`config.mk`:
```
export PLATFORM = sky130hd
export DESIGN_NAME = avalon_pixel_loader_flat
export DESIGN_NICKNAME = d
export VERILOG_FILES = /design/src/rtl/avalon_pixel_loader_if.sv /design/src/rtl/avalon_pixel_loader.sv /design/src/flat_wrapper.sv
export SDC_FILE = /design/constraint.sdc
export NUM_CORES = 1
export LEC_CHECK = 0
export ABC_AREA = 1
export BUFFER_PORTS_ARGS = -buffer_cell sky130_fd_sc_hd__buf_2
export CAP_MARGIN = 25
export CORE_ASPECT_RATIO = 1.25
export CORE_MARGIN = 2
export CORE_UTILIZATION = 40
export CTS_BUF_LIST = sky130_fd_sc_hd__clkbuf_8
export DETAILED_ROUTE_END_ITERATION = 16
export PLACE_DENSITY = 0.67
export SETUP_SLACK_MARGIN = 0.3
export SLEW_MARGIN = 20
export SYNTH_ARGS = -nofsm -noshare
export SYNTH_HDL_FRONTEND = slang
export SYNTH_SLANG_ARGS = --single-unit
```
`constraint.sdc`:
```
create_clock -name clk -period 2.3 [get_ports clk]
set_input_delay 0.23 -clock clk [delete_from_list [all_inputs] [get_ports clk]]
set_output_delay 0.23 -clock clk [all_outputs]
set_load 0.05 [all_outputs]
```
`src/rtl/avalon_pixel_loader_if.sv`:
```
// Avalon-MM bus bundle between the host bridge and the pixel loader.
// The host drives requests and the loader returns stall, read data and response.
interface avalon_pixel_loader_if;
  logic        write;
  logic        read;
  logic        beginbursttransfer;
  logic [9:0]  burstcount;
  logic [12:0] address;
  logic [31:0] writedata;
  logic [31:0] readdata;
  logic        waitrequest;
  logic        readdatavalid;
  logic [1:0]  response;

  modport slave (
    input  write, read, beginbursttransfer, burstcount, address, writedata,
    output readdata, waitrequest, readdatavalid, response
  );

  modport master (
    output write, read, beginbursttransfer, burstcount, address, writedata,
    input  readdata, waitrequest, readdatavalid, response
  );
endinterface

```
`src/rtl/avalon_pixel_loader.sv`:
```
// Avalon-MM slave that unpacks 4-pixel words into two-lane 16-bit SRAM writes and exposes
// control/status registers for clearing the image buffer and starting the network.
module avalon_pixel_loader #(
  parameter int unsigned NumWords   = 196,
  parameter int unsigned ControlReg = 4126,
  parameter int unsigned StatusReg  = 4127
) (
  input  logic                         clk,
  input  logic                         n_rst,
  avalon_pixel_loader_if.slave         bus,
  output logic                         w_enable_pixels,
  output logic [9:0]                   pixel_address1,
  output logic [9:0]                   pixel_address2,
  output logic [15:0]                  pixel_data1,
  output logic [15:0]                  pixel_data2,
  output logic                         start
);

  localparam logic [12:0] CtrlAddr = 13'(ControlReg);
  localparam logic [12:0] StatAddr = 13'(StatusReg);
  localparam logic [12:0] LastWord = 13'(NumWords - 1);
  localparam logic [9:0]  MaxPix   = 10'(NumWords * 4);

  typedef enum logic [1:0] {StIdle, StLo, StHi, StRd} state_e;

  state_e      state_q, state_d;
  logic        init_q, init_d;
  logic [12:0] word_q, word_d;
  logic [9:0]  beats_q, beats_d;
  logic [31:0] data_q, data_d;
  logic        drop_q, drop_d;
  logic        loaded_q, loaded_d;
  logic        error_q, error_d;
  logic [9:0]  pix_q, pix_d;
  logic        start_q, start_d;
  logic [12:0] rd_addr_q, rd_addr_d;

  logic        wait_req;
  logic        rvalid;
  logic [31:0] rdata;
  logic [1:0]  resp;
  logic        busy;
  logic        illegal;

  // RD is excluded so a status read never reports itself as busy.
  assign busy    = (state_q == StLo) || (state_q == StHi) || (beats_q != 10'd0);
  assign illegal = (bus.burstcount == 10'd0) ||
                   (({1'b0, bus.address} + {4'b0, bus.burstcount}) > 14'(NumWords));

  always_comb begin
    state_d         = state_q;
    init_d          = 1'b1;
    word_d          = word_q;
    beats_d         = beats_q;
    data_d          = data_q;
    drop_d          = drop_q;
    loaded_d        = loaded_q;
    error_d         = error_q;
    pix_d           = pix_q;
    start_d         = 1'b0;
    rd_addr_d       = rd_addr_q;
    wait_req        = 1'b1;
    rvalid          = 1'b0;
    rdata           = 32'h0;
    resp            = 2'b00;
    w_enable_pixels = 1'b0;
    pixel_address1  = 10'h0;
    pixel_address2  = 10'h0;
    pixel_data1     = 16'h0;
    pixel_data2     = 16'h0;

    unique case (state_q)
      StIdle: begin
        wait_req = ~init_q;
        if (init_q) begin
          // An open burst owns the bus: every write is its next beat.
          if (bus.write && (beats_q != 10'd0)) begin
            data_d  = bus.writedata;
            state_d = StLo;
          end else if (bus.write && bus.beginbursttransfer) begin
            word_d  = bus.address;
            beats_d = bus.burstcount;
            data_d  = bus.writedata;
            drop_d  = illegal;
            if (illegal) error_d = 1'b1;
            state_d = StLo;
          end else if (bus.write && (bus.address == CtrlAddr)) begin
            if (bus.writedata[0]) begin
              loaded_d = 1'b0;
              error_d  = 1'b0;
              pix_d    = 10'd0;
            end
            if (bus.writedata[1]) begin
              if (loaded_q && !bus.writedata[0]) start_d = 1'b1;
              else                               error_d = 1'b1;
            end
          end else if (bus.read) begin
            rd_addr_d = bus.address;
            state_d   = StRd;
          end
        end
      end
      StLo: begin
        w_enable_pixels = ~drop_q;
        pixel_address1  = {word_q[7:0], 2'b00};
        pixel_address2  = {word_q[7:0], 2'b01};
        pixel_data1     = {8'h00, data_q[7:0]};
        pixel_data2     = {8'h00, data_q[15:8]};
        state_d         = StHi;
      end
      StHi: begin
        w_enable_pixels = ~drop_q;
        pixel_address1  = {word_q[7:0], 2'b10};
        pixel_address2  = {word_q[7:0], 2'b11};
        pixel_data1     = {8'h00, data_q[23:16]};
        pixel_data2     = {8'h00, data_q[31:24]};
        word_d          = word_q + 13'd1;
        beats_d         = (beats_q > 10'd1) ? beats_q - 10'd1 : 10'd0;
        if (!drop_q) begin
          pix_d = (pix_q > MaxPix - 10'd4) ? MaxPix : pix_q + 10'd4;
          if (word_q == LastWord) loaded_d = 1'b1;
        end
        if (beats_d == 10'd0) drop_d = 1'b0;
        state_d = StIdle;
      end
      StRd: begin
        rvalid = 1'b1;
        if (rd_addr_q == StatAddr) begin
          rdata = {14'b0, pix_q, 5'b0, busy, error_q, loaded_q};
        end else if (rd_addr_q != CtrlAddr) begin
          resp = 2'b10;
        end
        state_d = StIdle;
      end
      default: state_d = StIdle;
    endcase
  end

  always_ff @(posedge clk or negedge n_rst) begin
    if (!n_rst) begin
      state_q   <= StIdle;
      init_q    <= 1'b0;
      word_q    <= 13'h0;
      beats_q   <= 10'h0;
      data_q    <= 32'h0;
      drop_q    <= 1'b0;
      loaded_q  <= 1'b0;
      error_q   <= 1'b0;
      pix_q     <= 10'h0;
      start_q   <= 1'b0;
      rd_addr_q <= 13'h0;
    end else begin
      state_q   <= state_d;
      init_q    <= init_d;
      word_q    <= word_d;
      beats_q   <= beats_d;
      data_q    <= data_d;
      drop_q    <= drop_d;
      loaded_q  <= loaded_d;
      error_q   <= error_d;
      pix_q     <= pix_d;
      start_q   <= start_d;
      rd_addr_q <= rd_addr_d;
    end
  end

  assign bus.waitrequest   = wait_req;
  assign bus.readdatavalid = rvalid;
  assign bus.readdata      = rdata;
  assign bus.response      = resp;
  assign start             = start_q;

endmodule
```
`src/flat_wrapper.sv`:
```
// flat-port wrapper written by rule: the top's interface ports become plain ports
module avalon_pixel_loader_flat 
#(
  parameter int unsigned NumWords   = 196,
  parameter int unsigned ControlReg = 4126,
  parameter int unsigned StatusReg  = 4127
)
  (clk, n_rst, w_enable_pixels, pixel_address1, pixel_address2, pixel_data1, pixel_data2, start, bus_write, bus_read, bus_beginbursttransfer, bus_burstcount, bus_address, bus_writedata, bus_readdata, bus_waitrequest, bus_readdatavalid, bus_response);
  avalon_pixel_loader_if bus_i ();
  input  logic clk;
  input  logic n_rst;
  output logic w_enable_pixels;
  output logic [9:0] pixel_address1;
  output logic [9:0] pixel_address2;
  output logic [15:0] pixel_data1;
  output logic [15:0] pixel_data2;
  output logic start;
  input wire logic [$bits(bus_i.write)-1:0] bus_write;
  input wire logic [$bits(bus_i.read)-1:0] bus_read;
  input wire logic [$bits(bus_i.beginbursttransfer)-1:0] bus_beginbursttransfer;
  input wire logic [$bits(bus_i.burstcount)-1:0] bus_burstcount;
  input wire logic [$bits(bus_i.address)-1:0] bus_address;
  input wire logic [$bits(bus_i.writedata)-1:0] bus_writedata;
  output wire logic [$bits(bus_i.readdata)-1:0] bus_readdata;
  output wire logic [$bits(bus_i.waitrequest)-1:0] bus_waitrequest;
  output wire logic [$bits(bus_i.readdatavalid)-1:0] bus_readdatavalid;
  output wire logic [$bits(bus_i.response)-1:0] bus_response;
  assign bus_i.write = bus_write;
  assign bus_i.read = bus_read;
  assign bus_i.beginbursttransfer = bus_beginbursttransfer;
  assign bus_i.burstcount = bus_burstcount;
  assign bus_i.address = bus_address;
  assign bus_i.writedata = bus_writedata;
  assign bus_readdata = bus_i.readdata;
  assign bus_waitrequest = bus_i.waitrequest;
  assign bus_readdatavalid = bus_i.readdatavalid;
  assign bus_response = bus_i.response;
  avalon_pixel_loader #(.NumWords(NumWords), .ControlReg(ControlReg), .StatusReg(StatusReg)) u_core (.clk(clk), .n_rst(n_rst), .bus(bus_i), .w_enable_pixels(w_enable_pixels), .pixel_address1(pixel_address1), .pixel_address2(pixel_address2), .pixel_data1(pixel_data1), .pixel_data2(pixel_data2), .start(start));
endmodule
```
==> After elaboration in Yosys (flattened, before gate mapping) <==
Cells that the tools add are included.
{ "totals": {"register_bits": 85, "latchBits": 0, "ramBits": 0, "rom_bits": 0, "input_bits": 60, "out_inout_bits": 90, "memories": 0} }
{ "op_classes": {"addsub": 4, "multipliers": 0, "div": 0, "order_cmp": 3, "eq_ne": 19, "n_shift": 0, "n_mux": 63, "bitwise_logic": 5, "reduce_logical": 25} }
{ "ops": {"columns": ["op", "count"], "rows": [
  ["$mux 10", 11],
  ["$mux 32", 3],
  ["$pmux 10 s2", 4],
  ["$mux 13", 3],
  ["$pmux 8 s2", 2],
  ["$mux 1", 27],
  ["$eq 13x13->1 const B", 2],
  ["$pmux 13 s2", 1],
  ["$logic_not 10->1", 2],
  ["$mux 18", 1],
  ["$mux 2", 8],
  ["$add 13x10->14", 1],
  ["$gt 14x8->1 const B", 1],
  ["$add 13x1->13 const B", 1],
  ["$eq 13x8->1 const B", 1],
  ["$ne 13x13->1 const B", 1],
  ["$ne 2x2->1 const B", 6],
  ["$add 10x3->10 const B", 1],
  ["$gt 10x1->1 const B", 1],
  ["$gt 10x10->1 const B", 1],
  ["$reduce_and 5->1", 2],
  ["$reduce_bool 10->1", 1],
  ["$sub 10x1->10 const B", 1],
  ["$ne 2x1->1 const B", 4],
  ["other kinds (17)", 33]
]} }

==> Logic depth before layout (Yosys ltp) <==
{ "depth": {"word_depth": 9, "ltp_mapped": 16, "depth_no_buf": 16} }

==> Worst setup path after synthesis <==
No wires, ideal clock.
{ "synth_timing": {"path_kind": "reg-to-output", "from": "reg u_core.state_q[0]", "to": "out pixel_address2[9]", "arrival_ps": 2380, "t_required_ps": 2070, "slack_ps": -310, "path_stages_with_launch": 6, "path_buffers": 1, "path_cell_list": "dfrtp_1 > inv_1 > ha_1 > o21ai_1 > nor2_1 > buf_4"} }
{ "synth_between": {"elab_chain_cells": 2} }
{ "synth_lines": {"columns": ["item", "line_no", "rtl"], "rows": [
  ["start: declaration", "avalon_pixel_loader.sv:26", "state_e state_q, state_d;"],
  ["start signal: assignment", "avalon_pixel_loader.sv:141", "state_q <= StIdle;"],
  ["start signal: assignment", "avalon_pixel_loader.sv:153", "state_q <= state_d;"],
  ["$eq 2x2->1 / $eq 2x1->1 (equally long branches)", "avalon_pixel_loader.sv:72", "unique case (state_q)"],
  ["$pmux 10 s2 (*)", "avalon_pixel_loader.sv:72", null],
  ["end: declaration", "flat_wrapper.sv:14", "output logic [9:0] pixel_address2;"]
]} }
Mark *: on every way between the ends. The rest lies on a longest branch, timed or not.

==> Worst setup path in the final report <==
{ "layout_timing": {"from": "reg u_core.rd_addr_q[8]", "to": "out bus_readdata[17]"} }
{ "layout_between": {"elab_chain_cells": 3} }
{ "layout_lines": {"columns": ["item", "line_no", "rtl"], "rows": [
  ["start: declaration", "avalon_pixel_loader.sv:36", "logic [12:0] rd_addr_q, rd_addr_d;"],
  ["start signal: assignment", "avalon_pixel_loader.sv:163", "rd_addr_q <= rd_addr_d;"],
  ["$eq 13x13->1", "avalon_pixel_loader.sv:128", "if (rd_addr_q == StatAddr) begin"],
  ["$mux 18", "avalon_pixel_loader.sv:128", null],
  ["$mux 32", "avalon_pixel_loader.sv:72", null],
  ["end: declaration", "flat_wrapper.sv:24", "output wire logic [$bits(bus_i.readdata)-1:0] bus_readdata;"]
]} }
No other way between the ends.

==> flow_metrics.tcl <==
set metrics [dict create \
    status "finished with violations" \
    violations "negative setup slack" \
    grt_max_degree 68 \
    final-hold-violation-count 0 \
    yosysWarnings 0 \
    ys.flop_type "dfrtp_1" \
    timing.rr.start "u_core.beats_q[0]$_DFFE_PN0P_" \
    grt_usage_pct 20.69 \
    r2r_slack_ps 370 \
    clock_skew_ps 18.38 \
    use_met2_pct 35.49 \
    ys_types 45 \
    layout-drive-gt1-share_pct 35.20 \
    required_ps 2070 \
    std_cell_rows 49 \
    async_flop_share_pct 100.0 \
    cts.path.max_buffers 2 \
    antenna_found_initial 0 \
    p_leak_nw 3.852 \
    place.gp.congestion 0.9049 \
    r2r-end "u_core.data_q[24]$_DFFE_PN0P_" \
    grt_overflow_total 0 \
    dp_hpwl_um 11540 \
    fin_cells 1107 \
    rr_worst_depth 11 \
    place_inst 1054 \
    seqCellArea_um2 2081 \
    io_buffers 110 \
    syn-cell-area_um2 5909 \
    ys_seq_area_share_pct 35.15 \
    endpoint_kind "output port" \
    finalNetCount 1004 \
    grt-busiest-layer "met2" \
    ctsRootBufferMaster "clkbuf_8" \
    start_util_pct 41.02 \
    finalCritPeriodShare_pct 101.1 \
    core_um2 14410 \
    wl_per_cell_um 15.37 \
    grt_pass1_wl_um 25960 \
    synth_cells 783 \
    htreeDepth 3 \
    finish.utilization_pct 57.39 \
    pre_cts_ws_ps 97.92 \
    cts_tree "yes" \
    vias 5646 \
    dieArea_um2 15770 \
    setup_tns_ps -132.1 \
    rsz0062_at_grt "yes" \
    peakVddDrop_v 0.0009667 \
    hp-class "in2reg" \
    path_clk_slew_ps 90 \
    setup_viol 8 \
    drtPass1Iterations 5 \
    synth-edff-count 0 \
    area_growth_syn_to_layout_pct 39.93 \
    maxCapViolCount 0 \
    drt-total-wl_um 17010 \
    crit_fanout 8 \
    critPathLaunch "u_core.rd_addr_q[8]$_DFFE_PN0P_" \
    grt_pass1_vias 5246 \
    drt_iter0_drc 332 \
    postSynthAreaPerCell_um2 7.547 \
    gr-usage-met3_pct 5.842 \
    setup_ws_ps -25.85 \
    finalMaxSlewViolations 0 \
    endpoint "bus_readdata[17]" \
    cts_num_sinks 83 \
    power_density_nw_per_um2 1339 \
    cts_buffers 9 \
    fillers 1290 \
    crit_type "reg2out" \
    drc_errors 0 \
    startpoint_type "flop" \
    ant_nets 0 \
    min_period_ps 2326 \
    antenna_cells 0 \
    die_h_um 139.9 \
    dieWidth_um 112.7 \
    viasPerCell 5.100 \
    cp.arrival_ps 2100 \
    ios 150 \
    clk_latency_ps 370 \
    synth_seq_cells 83 \
    fmax_mhz 430.0 \
    multi_input_area_um2 3736 \
    grt_util_met1_pct 24.96 \
]
synthesized netlist by cell type (4+ instances only):
master,instances,share of area (%)
a21oi_1,32,2.7
a22oi_1,7,0.89
a31oi_1,4,0.42
buf_2,6,0.51
buf_4,52,6.6
clkbuf_1,8,0.51
dfrtp_1,83,35
ha_1,19,4.0
inv_1,94,6.0
mux2_2,31,5.9
nand2_1,187,12
nand2_2,4,0.42
nand3_1,43,3.6
nand4_1,19,2.0
nor2_1,67,4.3
nor3_1,7,0.59
nor4_1,6,0.64
o211ai_2,8,1.7
o21ai_0,27,2.3
o21ai_1,24,2.0
o21ai_2,10,1.5
xor2_1,6,0.89
flip-flops by register name, indices dropped and copies added (netlist names):
signal,cells
u_core.rd_addr_q,13
u_core.data_q,32
u_core.pix_q,8
u_core.error_q,1
u_core.word_q,13
u_core.loaded_q,1
u_core.start,1
u_core.beats_q,10
u_core.drop_q,1
u_core.state_q,2
u_core.init_q,1
area by class of cell:
cell class	instances	share of cell area [%]
flip-flops and latches	83	25.16
multi-input cells	569	45.18
well taps	178	2.693
clock buffers	10	1.664
inverters	98	4.948
clock inverters	6	0.7717
repair inverters	1	0.3631
repair buffers	162	19.22
cells in the final DEF, fill, tap and decap left out, types with 5 or more instances in the layout:
| cell | instances |
|---|---|
| o21ai_1 | 23 |
| nor3_1 | 7 |
| o211ai_2 | 8 |
| dfrtp_1 | 80 |
| nand4_1 | 19 |
| a22oi_1 | 7 |
| inv_1 | 88 |
| nand2_2 | 15 |
| o21ai_0 | 25 |
| nand3_2 | 5 |
| nand3_1 | 38 |
| clkbuf_8 | 10 |
| nor2_4 | 23 |
| ha_1 | 12 |
| buf_4 | 29 |
| nor2_1 | 44 |
| buf_8 | 16 |
| ha_4 | 5 |
| buf_6 | 36 |
| buf_12 | 11 |
| a21oi_4 | 17 |
| o21ai_2 | 12 |
| nand2_1 | 172 |
| buf_2 | 62 |
| conb_1 | 40 |
| mux2_2 | 22 |
| mux2_4 | 9 |
| a21oi_1 | 14 |
| xor2_1 | 6 |
worst max-delay path: stages, from the launching register on:
cell,delay (ps)
dfrtp_1,410
nor4_4,300
nand4_1,210
nor4_4,220
clkinv_2,150
buf_12,180
nor2_4,80
buf_6,160
worst min-delay path by stage:
stage,start,to,slack (ps),cells past startpoint
after floorplan,n_rst,u_core.beats_q[0]$_DFFE_PN0P_,-70,0
after global routing,bus_writedata[2],u_core.data_q[2]$_DFFE_PN0P_,60,2
after global placement,n_rst,u_core.data_q[10]$_DFFE_PN0P_,130,1
after CTS,bus_writedata[14],u_core.data_q[14]$_DFFE_PN0P_,60,2
final,bus_writedata[2],u_core.data_q[2]$_DFFE_PN0P_,80,2
after detailed placement,n_rst,u_core.data_q[10]$_DFFE_PN0P_,130,1
where the power goes:
group          switching [mW]  internal [mW]
Combinational            4.35           2.99
Sequential              0.519           2.12
Clock                   0.568          0.531
cell families (layout without fill, tap and decap cells):
group	count (synthesis)	count (layout)	share of synthesized area, %
AND/OR/NAND/NOR	345	345	24.96
XOR/XNOR	9	9	1.334
flip-flops	83	83	35.15
other	2	40	0.1271
buffers and inverters	169	277	14.61
multiplexers	34	34	6.479
AO/OA/AOI/OAI	121	121	12.98
adder cells (fa/ha/maj)	20	20	4.362
routing by layer:
layer | up-vias | share of wire, %
met2 | 167 | 50
met4 | 0 | 1.9
met5 | - | 0
met1 | 2699 | 41
met3 | 24 | 6.4
li1 | 2756 | -
what timing repair did:
| item | CTS | global route |
|---|---|---|
| endpoints found under the hold margin | 16 | 0 |
| pin swaps | 7 | 21 |
| setup endpoints to repair | 99 | 112 |
| gates cloned | 5 | 4 |
| buffers inserted | 10 | 17 |
| resized for setup | 126 | 75 |
| hold buffers | 1 | 0 |
metrics by stage:
stage               area, um2  hold WS [ps]  power [mW]
floorplan                6460        -65.59       7.097
finish                   8269         84.04       11.08
global placement         6892         127.5       7.963
global route             8269         62.05       11.74
detailed placement       6892         126.5       8.038
CTS                      7782         61.62       10.32
(Power assumes the default switching activity.)
